===== src/rtl/kulisch_stream_pkg.sv =====
// Shared sizing, accumulator state type and helpers for the Kulisch stream accumulator.
// acc_t is sized from the package defaults, so resizing the accumulator means editing these values.
package kulisch_stream_pkg;

  function automatic int acc_bits(input int nonFrac, input int frac);
    return nonFrac + frac + 1;
  endfunction

  localparam int ACC_NON_FRAC_DEF = 8;
  localparam int ACC_FRAC_DEF     = 8;
  localparam int ACC_DATA_BITS    = acc_bits(ACC_NON_FRAC_DEF, ACC_FRAC_DEF);

  typedef struct packed {
    logic                     is_inf;
    logic                     is_overflow;
    logic                     overflow_sign;
    logic [ACC_DATA_BITS-1:0] data;
  } acc_t;

  function automatic acc_t zero();
    return '0;
  endfunction

endpackage


===== src/rtl/kulisch_fixed_shift.sv =====
// Combinational fixed-to-Kulisch convert: places a signed fixed operand at an accumulator bit
// position and flags the case where the shifted value cannot be represented.
module kulisch_fixed_shift #(
  parameter int FRAC     = 4,
  parameter int ACC_BITS = 17,
  parameter int EXP      = 6
) (
  input  logic [2+FRAC:0]    fixed,
  input  logic [EXP-1:0]     shift,
  output logic [ACC_BITS-1:0] term,
  output logic               cOvf,
  output logic               cSign
);

  localparam int FIX_W = 3 + FRAC;
  localparam int WIDE  = ACC_BITS + FIX_W;
  localparam logic [EXP-1:0] SHIFT_LIMIT = EXP'(ACC_BITS);

  logic [WIDE-1:0]         wideVal;
  logic [WIDE-1:0]         shifted;
  logic [WIDE-ACC_BITS:0]  topBits;

  // For shift < ACC_BITS nothing is lost in the wide word, so the value fits exactly
  // when every bit from the accumulator sign position upward agrees.
  always_comb begin
    wideVal = {{ACC_BITS{fixed[FIX_W-1]}}, fixed};
    shifted = wideVal << shift;
    topBits = shifted[WIDE-1:ACC_BITS-1];
    cSign   = fixed[FIX_W-1];
    if (fixed == '0) begin
      cOvf = 1'b0;
    end else if (shift >= SHIFT_LIMIT) begin
      cOvf = 1'b1;
    end else begin
      cOvf = !((topBits == '0) || (&topBits));
    end
    term = cOvf ? '0 : shifted[ACC_BITS-1:0];
  end

endmodule


===== src/rtl/kulisch_stream_accumulator.sv =====
// Multi-channel streaming Kulisch accumulator: convert stage, accumulate stage with per-channel
// read-modify-write, and a registered flush port that back-pressures the whole pipe.
module kulisch_stream_accumulator
  import kulisch_stream_pkg::*;
#(
  parameter int FRAC         = 4,
  parameter int ACC_NON_FRAC = ACC_NON_FRAC_DEF,
  parameter int ACC_FRAC     = ACC_FRAC_DEF,
  parameter int NUM_CH       = 4,
  localparam int ACC_BITS    = acc_bits(ACC_NON_FRAC, ACC_FRAC),
  localparam int EXP         = $clog2(ACC_BITS) + 1,
  localparam int CHW         = (NUM_CH > 1) ? $clog2(NUM_CH) : 1
) (
  input  logic                clock,
  input  logic                resetn,
  input  logic                in_valid,
  output logic                in_ready,
  input  logic [CHW-1:0]      in_chan,
  input  logic [EXP-1:0]      in_exp,
  input  logic [2+FRAC:0]     in_fixed,
  input  logic                in_inf,
  input  logic                in_last,
  output logic                out_valid,
  input  logic                out_ready,
  output logic [CHW-1:0]      out_chan,
  output logic [ACC_BITS-1:0] out_acc,
  output logic                out_is_inf,
  output logic                out_is_overflow,
  output logic                out_overflow_sign
);

  logic advance;
  assign advance  = !(out_valid && !out_ready);
  assign in_ready = advance;

  logic [ACC_BITS-1:0] cTerm;
  logic                cOvf;
  logic                cSign;

  kulisch_fixed_shift #(
    .FRAC     (FRAC),
    .ACC_BITS (ACC_BITS),
    .EXP      (EXP)
  ) uShift (
    .fixed (in_fixed),
    .shift (in_exp),
    .term  (cTerm),
    .cOvf  (cOvf),
    .cSign (cSign)
  );

  logic                s1Valid, s1Ovf, s1Sign, s1Inf, s1Last;
  logic [CHW-1:0]      s1Chan;
  logic [ACC_BITS-1:0] s1Term;
  logic                s2Valid, s2Ovf, s2Sign, s2Inf, s2Last;
  logic [CHW-1:0]      s2Chan;
  logic [ACC_BITS-1:0] s2Term;

  always_ff @(posedge clock or negedge resetn) begin
    if (!resetn) begin
      s1Valid <= 1'b0; s1Ovf <= 1'b0; s1Sign <= 1'b0; s1Inf <= 1'b0; s1Last <= 1'b0;
      s1Chan  <= '0;   s1Term <= '0;
      s2Valid <= 1'b0; s2Ovf <= 1'b0; s2Sign <= 1'b0; s2Inf <= 1'b0; s2Last <= 1'b0;
      s2Chan  <= '0;   s2Term <= '0;
    end else if (advance) begin
      s1Valid <= in_valid;
      s1Chan  <= in_chan;
      s1Term  <= cTerm;
      s1Ovf   <= cOvf;
      s1Sign  <= cSign;
      s1Inf   <= in_inf;
      s1Last  <= in_last;
      s2Valid <= s1Valid;
      s2Chan  <= s1Chan;
      s2Term  <= s1Term;
      s2Ovf   <= s1Ovf;
      s2Sign  <= s1Sign;
      s2Inf   <= s1Inf;
      s2Last  <= s1Last;
    end
  end

  acc_t                accReg [NUM_CH];
  acc_t                accCur;
  acc_t                accNew;
  logic [ACC_BITS:0]   sumWide;
  logic                addOvf;
  logic                anyOvf;

  // The accumulator is only read and written here, so back-to-back beats on one channel
  // always see the previous beat's result without forwarding.
  always_comb begin
    accCur  = accReg[s2Chan];
    sumWide = {accCur.data[ACC_BITS-1], accCur.data} + {s2Term[ACC_BITS-1], s2Term};
    addOvf  = sumWide[ACC_BITS] != sumWide[ACC_BITS-1];
    anyOvf  = addOvf || s2Ovf;
    accNew.data          = sumWide[ACC_BITS-1:0];
    accNew.is_inf        = accCur.is_inf | s2Inf;
    accNew.is_overflow   = accCur.is_overflow | anyOvf;
    accNew.overflow_sign = accCur.overflow_sign;
    if (!accCur.is_overflow && anyOvf) begin
      accNew.overflow_sign = s2Ovf ? s2Sign : s2Term[ACC_BITS-1];
    end
  end

  always_ff @(posedge clock or negedge resetn) begin
    if (!resetn) begin
      for (int i = 0; i < NUM_CH; i++) begin
        accReg[i] <= zero();
      end
    end else if (advance && s2Valid) begin
      accReg[s2Chan] <= s2Last ? zero() : accNew;
    end
  end

  // A new flush may replace a result in the same cycle it is consumed.
  always_ff @(posedge clock or negedge resetn) begin
    if (!resetn) begin
      out_valid         <= 1'b0;
      out_chan          <= '0;
      out_acc           <= '0;
      out_is_inf        <= 1'b0;
      out_is_overflow   <= 1'b0;
      out_overflow_sign <= 1'b0;
    end else if (advance) begin
      if (s2Valid && s2Last) begin
        out_valid         <= 1'b1;
        out_chan          <= s2Chan;
        out_acc           <= accNew.data;
        out_is_inf        <= accNew.is_inf;
        out_is_overflow   <= accNew.is_overflow;
        out_overflow_sign <= accNew.overflow_sign;
      end else begin
        out_valid <= 1'b0;
      end
    end
  end

endmodule

===== config.mk =====
export PLATFORM = sky130hd
export DESIGN_NAME = kulisch_stream_accumulator
export DESIGN_NICKNAME = d
export VERILOG_FILES = /design/src/rtl/kulisch_stream_pkg.sv /design/src/rtl/kulisch_fixed_shift.sv /design/src/rtl/kulisch_stream_accumulator.sv
export SDC_FILE = /design/constraint.sdc
export NUM_CORES = 1
export LEC_CHECK = 0
export BUFFER_PORTS_ARGS = -buffer_cell sky130_fd_sc_hd__buf_4
export CAP_MARGIN = 20
export CORE_MARGIN = 4
export CORE_UTILIZATION = 51
export DETAILED_ROUTE_END_ITERATION = 8
export PLACE_DENSITY = 0.66
export SLEW_MARGIN = 20
export SYNTH_ARGS = -nofsm -noshare
export SYNTH_HDL_FRONTEND = slang
export SYNTH_HIERARCHICAL = 1
export SYNTH_SLANG_ARGS = --single-unit

===== constraint.sdc =====
create_clock -name clock -period 11.9 [get_ports clock]
set_input_delay 2.38 -clock clock [delete_from_list [all_inputs] [get_ports clock]]
set_output_delay 2.38 -clock clock [all_outputs]
set_load 0.05 [all_outputs]

==> metrics.md, run 1 <==
| Metric | Value |
|---|---|
| Run status | complete, no violations |
| DRT iter0 DRCs | just over 500 |
| Synth warn | 6 |
| Main combinational cell family by area after synthesis | simple AND/OR/NAND/NOR gates |
| Post-Synthesis Cell Area | 7870 um^2 |
| Worst Path Class, Setup | in -> out |
| Global-route total usage across every layer | 21.7% |
| Cell type of the slowest stage on the worst timing path | sky130_fd_sc_hd__buf_4 |
| Leakage power | 4.23 nW |
| Buffer count from post-CTS setup fixing | 0 |
| Total routed wirelength | 18,300 um |
| Xor/xnor cell area share of the yosys netlist | 1.43% |
| Clock insertion delay at the later pin of the skew report | between 0.4 and 0.5 ns |
| Max-Cap Viols | 0 |
| Actual transition at the worst max-transition pin | 0.937 ns |
| Count of final max-slew check failures | 0 |
| Filler Cells Inserted | 1,291 |
| Worst path max stage delay | 0.41 ns |
| Adder and majority cell fraction of the synthesized area | slightly below 3% |
| Pin count of the biggest net entering global routing | 77 |
| Count of nets after finishing | 836 |
| Antenna cells | 0 |
| Power per cell area | ~220 nW/um^2 |
| Max_slew headroom | 37.5% |
| Number of buffers added by the clock tree synthesis step | 17 |
| I/O Pins | 45 |
| Area share of the largest cell type after synthesis | 48.0% |
| Detailed-route vias per instance | 5.95 |
| Num Clock Sinks | 151 |
| Clock edge transition at the registers on the reported setup and hold paths | 0.06 ns |
| Number of cells in the design after placement | 966 |
| Cts hold-fix bufs | 0 |
| Crit path cell chain | buf_4 > nor2b_4 > buf_4 > inv_1 > buf_4 |
| Core Area | 15,100 um^2 |
| Count of TritonRoute iterations in the first routing pass | 5 |
| Port Buffer Count | 44 |
| Final total power | 1.92 mW |
| Aggregate negative setup slack | 0 ns |
| Post-synthesis register bit count | around 150 |
| Via count of the routed design | 5,937 |
| Maximum ir drop on the vdd rail | between 0.1 and 0.15 mV |
| Area grow syn2layout | 13.0% |
| Number of instances in the synthesized netlist | 780 |
| Leading post-synthesis cells by cell area | sky130_fd_sc_hd__dfrtp_1 (48%), sky130_fd_sc_hd__nand2_1 (10%), sky130_fd_sc_hd__mux4_2 (6.6%) |
| Die Y | 132 um |
| FF/Latch Area | between 3000 and 4000 um^2 |
| Final hold violation count | 0 |
| Mux share of post-synthesis cell area | a little under an eighth |
| Worst clock skew | 0.0124 ns |
| Finished Layout Cells | 998 |
| DRC violation count after routing | 0 |
| Post-synth top area cell | sky130_fd_sc_hd__dfrtp_1 |
| Full die area | 17,500 um^2 |
| Endpoint kind of the worst setup timing path | primary output |
| Root cell of the clock tree | sky130_fd_sc_hd__clkbuf_16 |
| Predominant post-synthesis flop cell | sky130_fd_sc_hd__dfrtp_1 |
| Arr. time, crit path | about 3.4 ns |
| Post-synthesis share of cell area spent on and, or, nand and nor gates | 17.1% |
| Final Util | 58.7% |
| Initial antenna violation count | 0 |
| Routed wirelength normalized by instance count | 18.3 um |
| Post-synthesis average cell area | 10.1 um^2 |
| Fraction of the mapped netlist area in compound gates | between 10% and 20% |
| Global-route wire length before repair | 30,400 um |
| Count of flip-flops with a built-in enable after synthesis | 0 |
| Total area of multi-input combinational cells | roughly 3800 um^2 |
| Post-synthesis sequential area ratio | 48.0% |
| Post-route clock period utilization | 48.2% |
| Post-Syn Nets | 819 |
| Async set-reset flop share out of synthesis | 100% |
| Maximum clock insertion buffer count | 2 |
| Number of global-route vias before repair | 5,855 |
| Count of nets left with antenna violations after detail routing | 0 |
| Unrepaired setup endpoints after global routing | false |
| Maximum level of the CTS H-tree | 4 |
| Crit path launch type | primary input |
| Resized cells post-CTS | 0 |
| Share of final-layout standard cells stronger than drive strength 1 | a little under a fifth |
| Maximum fanout count along the critical path | 49 |
| Final count of negative-setup-slack endpoints | 0 |
| Number of cell rows | 45 |
| Classification of the worst-slack hold path | reg -> reg |
| Required @ worst endpoint | 9.52 ns |
| GPL Wtd Cong | between 0.9 and 1 |
| Placed wire-length estimate after detailed placement | 12,300 um |
| Clock period minus final worst setup slack | roughly 5.7 ns |
| TritonCTS clock tree | yes |
| Timing-limited maximum frequency | approximately 170 MHz |
| Starting utilization of the core area | 52.0% |
| Total global routing overflow | 0 |
| Die boundary width | 132 um |
| Netlist cell types | 65 |
| Most common cell on crit path | sky130_fd_sc_hd__buf_4 |
==> Yosys cell counts, types with 4 or more instances <==
cell type,instances
sky130_fd_sc_hd__mux2_2,22
sky130_fd_sc_hd__o31ai_1,29
sky130_fd_sc_hd__clkbuf_1,42
sky130_fd_sc_hd__a211oi_1,10
sky130_fd_sc_hd__o21a_1,5
sky130_fd_sc_hd__buf_2,5
sky130_fd_sc_hd__nand4_1,4
sky130_fd_sc_hd__a22o_1,25
sky130_fd_sc_hd__ha_1,17
sky130_fd_sc_hd__a22o_2,4
sky130_fd_sc_hd__nor2_1,34
sky130_fd_sc_hd__xor2_1,6
sky130_fd_sc_hd__nor3_1,11
sky130_fd_sc_hd__buf_1,6
sky130_fd_sc_hd__a21o_1,6
sky130_fd_sc_hd__nand3_1,7
sky130_fd_sc_hd__nand2b_1,12
sky130_fd_sc_hd__nor4_1,4
sky130_fd_sc_hd__o21ai_0,34
sky130_fd_sc_hd__nand2_1,209
sky130_fd_sc_hd__xnor2_1,5
sky130_fd_sc_hd__or3_1,4
sky130_fd_sc_hd__a21oi_1,14
sky130_fd_sc_hd__dfrtp_1,151
sky130_fd_sc_hd__a32o_1,4
sky130_fd_sc_hd__mux4_2,23
sky130_fd_sc_hd__inv_1,9
sky130_fd_sc_hd__a31oi_1,4
sky130_fd_sc_hd__mux2i_1,14
==> sequential cells by signal, indices dropped and copies added, names as in the netlist, 2 cells and up <==
signal and flops:
s2Term 17, s1Chan 2, s2Chan 2, out_chan 2, out_acc 17, s1Term 17, accReg 80
==> placed cells by master (no fill, tap or decap), types with 5 or more instances in the layout <==
cell type and count:
sky130_fd_sc_hd__mux2_2 22, sky130_fd_sc_hd__xnor2_1 5, sky130_fd_sc_hd__dfrtp_1 151, sky130_fd_sc_hd__a21o_1 6, sky130_fd_sc_hd__mux4_2 23, sky130_fd_sc_hd__o31ai_1 29
sky130_fd_sc_hd__nor3_1 11, sky130_fd_sc_hd__nand3_1 7, sky130_fd_sc_hd__a22o_1 25, sky130_fd_sc_hd__nand2b_1 12, sky130_fd_sc_hd__mux2i_1 14, sky130_fd_sc_hd__ha_1 17
sky130_fd_sc_hd__clkbuf_16 17, sky130_fd_sc_hd__xor2_1 6, sky130_fd_sc_hd__o21ai_0 34, sky130_fd_sc_hd__o21a_1 5, sky130_fd_sc_hd__inv_1 9, sky130_fd_sc_hd__buf_4 53
sky130_fd_sc_hd__nor2_1 34, sky130_fd_sc_hd__a211oi_1 10, sky130_fd_sc_hd__a21oi_1 14, sky130_fd_sc_hd__nand2_1 209
==> path summary, 6_finish.rpt <==
check | startpoint | to | slack, ns | cells after the start
worst max-delay path | out_ready | in_ready | 6.17 | 5
worst min-delay path | s1Term[3] | s1Term[3] | 0.47 | 2
worst max register to register | s2Chan[1] | out_is_overflow | 7.83 | 10
worst min register to register | s1Term[3] | s1Term[3] | 0.47 | 2
max in group asynchronous | resetn | s1Term[14] | 8.54 | 2
min in group asynchronous | resetn | out_acc[1] | 1.96 | 1
==> metal layers <==
| layer | global-route usage, % | up-vias | wire, um | share of wire [%] |
|---|---|---|---|---|
| met4 | 5.48 | 0 | 222 | 1.2 |
| li1 | - | 2825 | - | - |
| met1 | 30.2 | 2929 | 8460 | 46 |
| met3 | 5.00 | 23 | 835 | 4.6 |
| met5 | 0 | - | 0 | 0 |
| met2 | 34.8 | 160 | 8770 | 48 |
==> report_power, final <==
part	internal, mW	switching (mW)	leakage [nW]
clock	0.320	0.226	0.286
combinational	0.239	0.422	1.91
sequential	0.634	0.0776	2.03
==> cell type report <==
class                      instances  area share [%]
inverter                           9           0.380
multi-input combinational        564            43.1
clock inverter                    14            1.84
timing repair buffer              54            4.60
tap                              188            2.64
clock buffer                      18            4.94
sequential                       151            42.5
==> critical path, delay by kind of cell <==
family        cells  cell delay, ns
simple gates      1            0.09
buf+inv           4            0.86
==> stage by stage <==
stage               cell area (um^2)  hold WS, ns  setup WS (ns)
finish                          8900        0.469           6.17
global route                    8900        0.492           6.09
CTS                             8900        0.470           6.15
detailed placement              8290        0.456           6.16
global placement                8290        0.452           6.16
floorplan                       7870        0.439           6.13
==> kinds of logic (layout without fill, tap and decap cells) <==
logic type | after synthesis | in the layout
DFF | 151 | 151
adders and majority gates | 18 | 18
buffers and inverters | 65 | 95
muxes | 60 | 60
xor gates and xnor gates | 12 | 12
and+or+nand+nor | 310 | 310
AOI/OAI and AO/OA | 164 | 164
Note: power is estimated with default switching activity, not from simulation.
==> run 2, diff against run 1 <==
--- a/config.mk
+++ b/config.mk
@@ -5,6 +5,7 @@
 export SDC_FILE = /design/constraint.sdc
 export NUM_CORES = 1
 export LEC_CHECK = 0
+export ABC_AREA = 1
 export BUFFER_PORTS_ARGS = -buffer_cell sky130_fd_sc_hd__buf_4
 export CAP_MARGIN = 20
 export CORE_MARGIN = 4
==> constraint.sdc (replaced) <==
create_clock -name clock -period 5.87 [get_ports clock]
set_input_delay 1.174 -clock clock [delete_from_list [all_inputs] [get_ports clock]]
set_output_delay 1.174 -clock clock [all_outputs]
set_load 0.05 [all_outputs]
==> run 2 against run 1 <==
Net effect: critical endpoint is now accReg[57]; final cell count grew 24%; area after synthesis grew 0.41%; synthesized cell count grew 29%; worst hold slack lost 0.0014 ns; utilization grew 0.070 points; flip-flop and latch count is the same; largest power group is now combinational logic; largest cell class is now sequential cells; count of clock-buffer cells in the layout is the same; setup slack lost 3.7 ns; clock skew shrank 0.0013 ns; wire length grew 6.9%; final area grew 0.49%; sequential share of layout area shrank 0.21 points.
==> metrics.md, run 2 <==
| Metric | Value |
|---|---|
| Arr. time, crit path | 3.68 ns |
| Antenna cells | 0 |
| Total routed wirelength | 19,600 um |
| Core Area | 15,200 um^2 |
| Endpoint kind of the worst setup timing path | flop |
| Area grow syn2layout | 13.1% |
| Die Y | 133 um |
| Final Util | 58.8% |
| Aggregate negative setup slack | 0 ns |
| Main combinational cell family by area after synthesis | simple AND/OR/NAND/NOR gates |
| Root cell of the clock tree | sky130_fd_sc_hd__clkbuf_16 |
| Actual transition at the worst max-transition pin | 1.00 ns |
| Required @ worst endpoint | 6.18 ns |
| Clock edge transition at the registers on the reported setup and hold paths | 0.06 ns |
| Register share of total power | between 30 and 40% |
| Port Buffer Count | 44 |
| TritonCTS clock tree | yes |
| Max-Cap Viols | 0 |
| Unrepaired setup endpoints after global routing | false |
| Final hold violation count | 0 |
| Full die area | between 15,000 and 20,000 um^2 |
| Async set-reset flop share out of synthesis | 100% |
| Starting utilization of the core area | a little over half |
| Synth warn | 6 |
| Routed wirelength normalized by instance count | 15.8 um |
| Number of buffers added by the clock tree synthesis step | 17 |
| Total global routing overflow | 0 |
| Clk pwr share | 27.0% |
| Share of final-layout standard cells stronger than drive strength 1 | 13.7% |
| Post-synthesis average cell area | 7.84 um^2 |
| DRC violation count after routing | 0 |
| Cts hold-fix bufs | 0 |
| Internal power of the cells | 2.50 mW |
| Maximum level of the CTS H-tree | 4 |
| Post-synthesis sequential area ratio | 47.8% |
| Count of nets left with antenna violations after detail routing | 0 |
| Fraction of power spent switching nets | 41.5% |
| Detailed-route vias per instance | 5.35 |
| Mux share of post-synthesis cell area | 0% |
| Clock insertion delay at the later pin of the skew report | 0.43 ns |
| I/O Pins | 45 |
| DRT iter0 DRCs | 435 |
| Initial antenna violation count | 0 |
| Adder and majority cell fraction of the synthesized area | 2.94% |
| Run status | complete, no violations |
| Crit path launch type | flop |
| Worst clock skew | 0.0111 ns |
| Number of cells in the design after placement | 1,203 |
| Max_slew headroom | 33.2% |
| Number of global-route vias before repair | 6,429 |
| Buffer count from post-CTS setup fixing | 0 |
| Maximum ir drop on the vdd rail | between 0.2 and 0.3 mV |
| Xor/xnor cell area share of the yosys netlist | 1.74% |
| Most common cell after layout, fill and taps aside | sky130_fd_sc_hd__nand2_1 |
| Maximum fanout count along the critical path | 19 |
| Count of flip-flops with a built-in enable after synthesis | 0 |
| Maximum clock insertion buffer count | 2 |
| Predominant post-synthesis flop cell | sky130_fd_sc_hd__dfrtp_1 |
| Most repeated cell in the gate-level netlist after synthesis | sky130_fd_sc_hd__nand2_1 |
| Global-route total usage across every layer | 23.5% |
| Post-route clock period utilization | about 57% |
| Top library cells by usage in the layout, fill and taps aside | sky130_fd_sc_hd__nand2_1 (412), sky130_fd_sc_hd__dfrtp_1 (151), sky130_fd_sc_hd__o21ai_0 (59) |
| Synth top cells by count | sky130_fd_sc_hd__nand2_1 (412), sky130_fd_sc_hd__dfrtp_1 (151), sky130_fd_sc_hd__o21ai_0 (59) |
| Post-Synthesis Cell Area | between 7000 and 8000 um^2 |
| Post-synthesis register bit count | ~150 |
| Worst Path Class, Setup | reg -> reg |
| Top register by number of flip-flops | accReg |
| Number of flip-flops in the largest register | 80 |
| Via count of the routed design | 6,613 |
| Final count of negative-setup-slack endpoints | 0 |
| Resized cells post-CTS | 0 |
| Leakage power | 4.58 nW |
| Combinational power share | a little under two fifths |
| Finished Layout Cells | around 1,200 |
| GPL Wtd Cong | about 0.90 |
| Classification of the worst-slack hold path | reg -> reg |
| Post-synthesis share of cell area spent on and, or, nand and nor gates | between 20% and 30% |
| Area share of the largest cell type after synthesis | between 40% and 50% |
| Power per cell area | 478 nW/um^2 |
| Number of cell rows | 45 |
| Netlist cell types | 49 |
| Number of instances in the synthesized netlist | 1,009 |
| Num Clock Sinks | between 150 and 200 |
| Timing-limited maximum frequency | 297 MHz |
| Global-route wire length before repair | 33,000 um |
| Pin count of the biggest net entering global routing | 107 |
| Count of nets after finishing | 1,073 |
| Count of TritonRoute iterations in the first routing pass | 6 |
| Die boundary width | 133 um |
| Count of final max-slew check failures | 0 |
| Clock period minus final worst setup slack | 3.36 ns |
| Placed wire-length estimate after detailed placement | 13,600 um |
| Switching power total | ~1.8 mW |
| Post-Syn Nets | 1,048 |
| Fraction of the mapped netlist area in compound gates | 11.9% |
| Leading post-synthesis cells by cell area | sky130_fd_sc_hd__dfrtp_1 (48%), sky130_fd_sc_hd__nand2_1 (20%), sky130_fd_sc_hd__o21ai_0 (3.7%) |
| Post-synth top area cell | sky130_fd_sc_hd__dfrtp_1 |
==> run 2: routing by layer <==
metal	track usage, %	vias up	part of all wire [%]
met2	37.3	159	47
met1	32.4	3099	47
met5	0	-	0
met4	9.18	0	2.5
met3	3.99	33	4.1
li1	-	3322	-
==> run 2: layout make-up <==
cell class / instances / area, um^2
flip-flops and latches: 151 / 3780
clock inverters: 14 / 188
fillers: 1414 / 6260
repair buffers: 49 / 372
inverters: 68 / 263
clock buffers: 18 / 439
multi-input cells: 747 / 3670
well taps: 188 / 235
==> run 2: cell families after synthesis <==
| logic type | after synthesis |
|---|---|
| AOI/OAI and AO/OA | 164 |
| xor gates and xnor gates | 14 |
| and+or+nand+nor | 551 |
| buffers and inverters | 111 |
| adders and majority gates | 18 |
| DFF | 151 |
==> run 2: final timing paths <==
path | start | endpoint | slack [ns] | cells after the start
max | s2Chan[0] | accReg[57] | 2.51 | 18
min | s1Term[14] | s2Term[14] | 0.47 | 2
max reg2reg | s2Chan[0] | accReg[57] | 2.51 | 18
min reg2reg | s1Term[14] | s2Term[14] | 0.47 | 2
max in group asynchronous | resetn | accReg[27] | 3.88 | 2
min in group asynchronous | resetn | accReg[62] | 0.88 | 1
==> run 2: stage by stage <==
step / power [mW] / area [um^2] / worst slack [ns] / hold slack (ns)
after CTS: 4.29 / 8940 / 2.51 / 0.470
after detailed placement: 3.13 / 8310 / 2.49 / 0.455
final: 4.28 / 8940 / 2.51 / 0.467
after floorplan: 2.64 / 7910 / 2.51 / 0.442
after global placement: 3.12 / 8310 / 2.49 / 0.450
after global routing: 4.55 / 8940 / 2.16 / 0.498
==> run 2: power groups by stage <==
stage / logic (mW) / registers, mW / clock network [mW]
after floorplan: 0.917 / 1.72 / 0
after global placement: 1.56 / 1.56 / 0
after detailed placement: 1.57 / 1.56 / 0
after CTS: 1.57 / 1.55 / 1.17
after global routing: 1.74 / 1.59 / 1.22
final: 1.57 / 1.55 / 1.15
==> run 2: worst max-delay path, stage by stage (launching register included) <==
cell and delay (ns):
sky130_fd_sc_hd__dfrtp_1 0.43, sky130_fd_sc_hd__nor2_4 0.48, sky130_fd_sc_hd__inv_1 0.16, sky130_fd_sc_hd__o221ai_1 0.26, sky130_fd_sc_hd__ha_1 0.28, sky130_fd_sc_hd__inv_1 0.08
sky130_fd_sc_hd__fa_1 0.40, sky130_fd_sc_hd__inv_1 0.07, sky130_fd_sc_hd__nand2_1 0.04, sky130_fd_sc_hd__nand2_1 0.07, sky130_fd_sc_hd__nand3_1 0.08, sky130_fd_sc_hd__nand2_2 0.13
sky130_fd_sc_hd__nand2_1 0.08, sky130_fd_sc_hd__nand2_2 0.11, sky130_fd_sc_hd__nand3_2 0.10, sky130_fd_sc_hd__nand3_2 0.11, sky130_fd_sc_hd__nand3_1 0.16, sky130_fd_sc_hd__nand4_1 0.16
sky130_fd_sc_hd__nand2_1 0.06
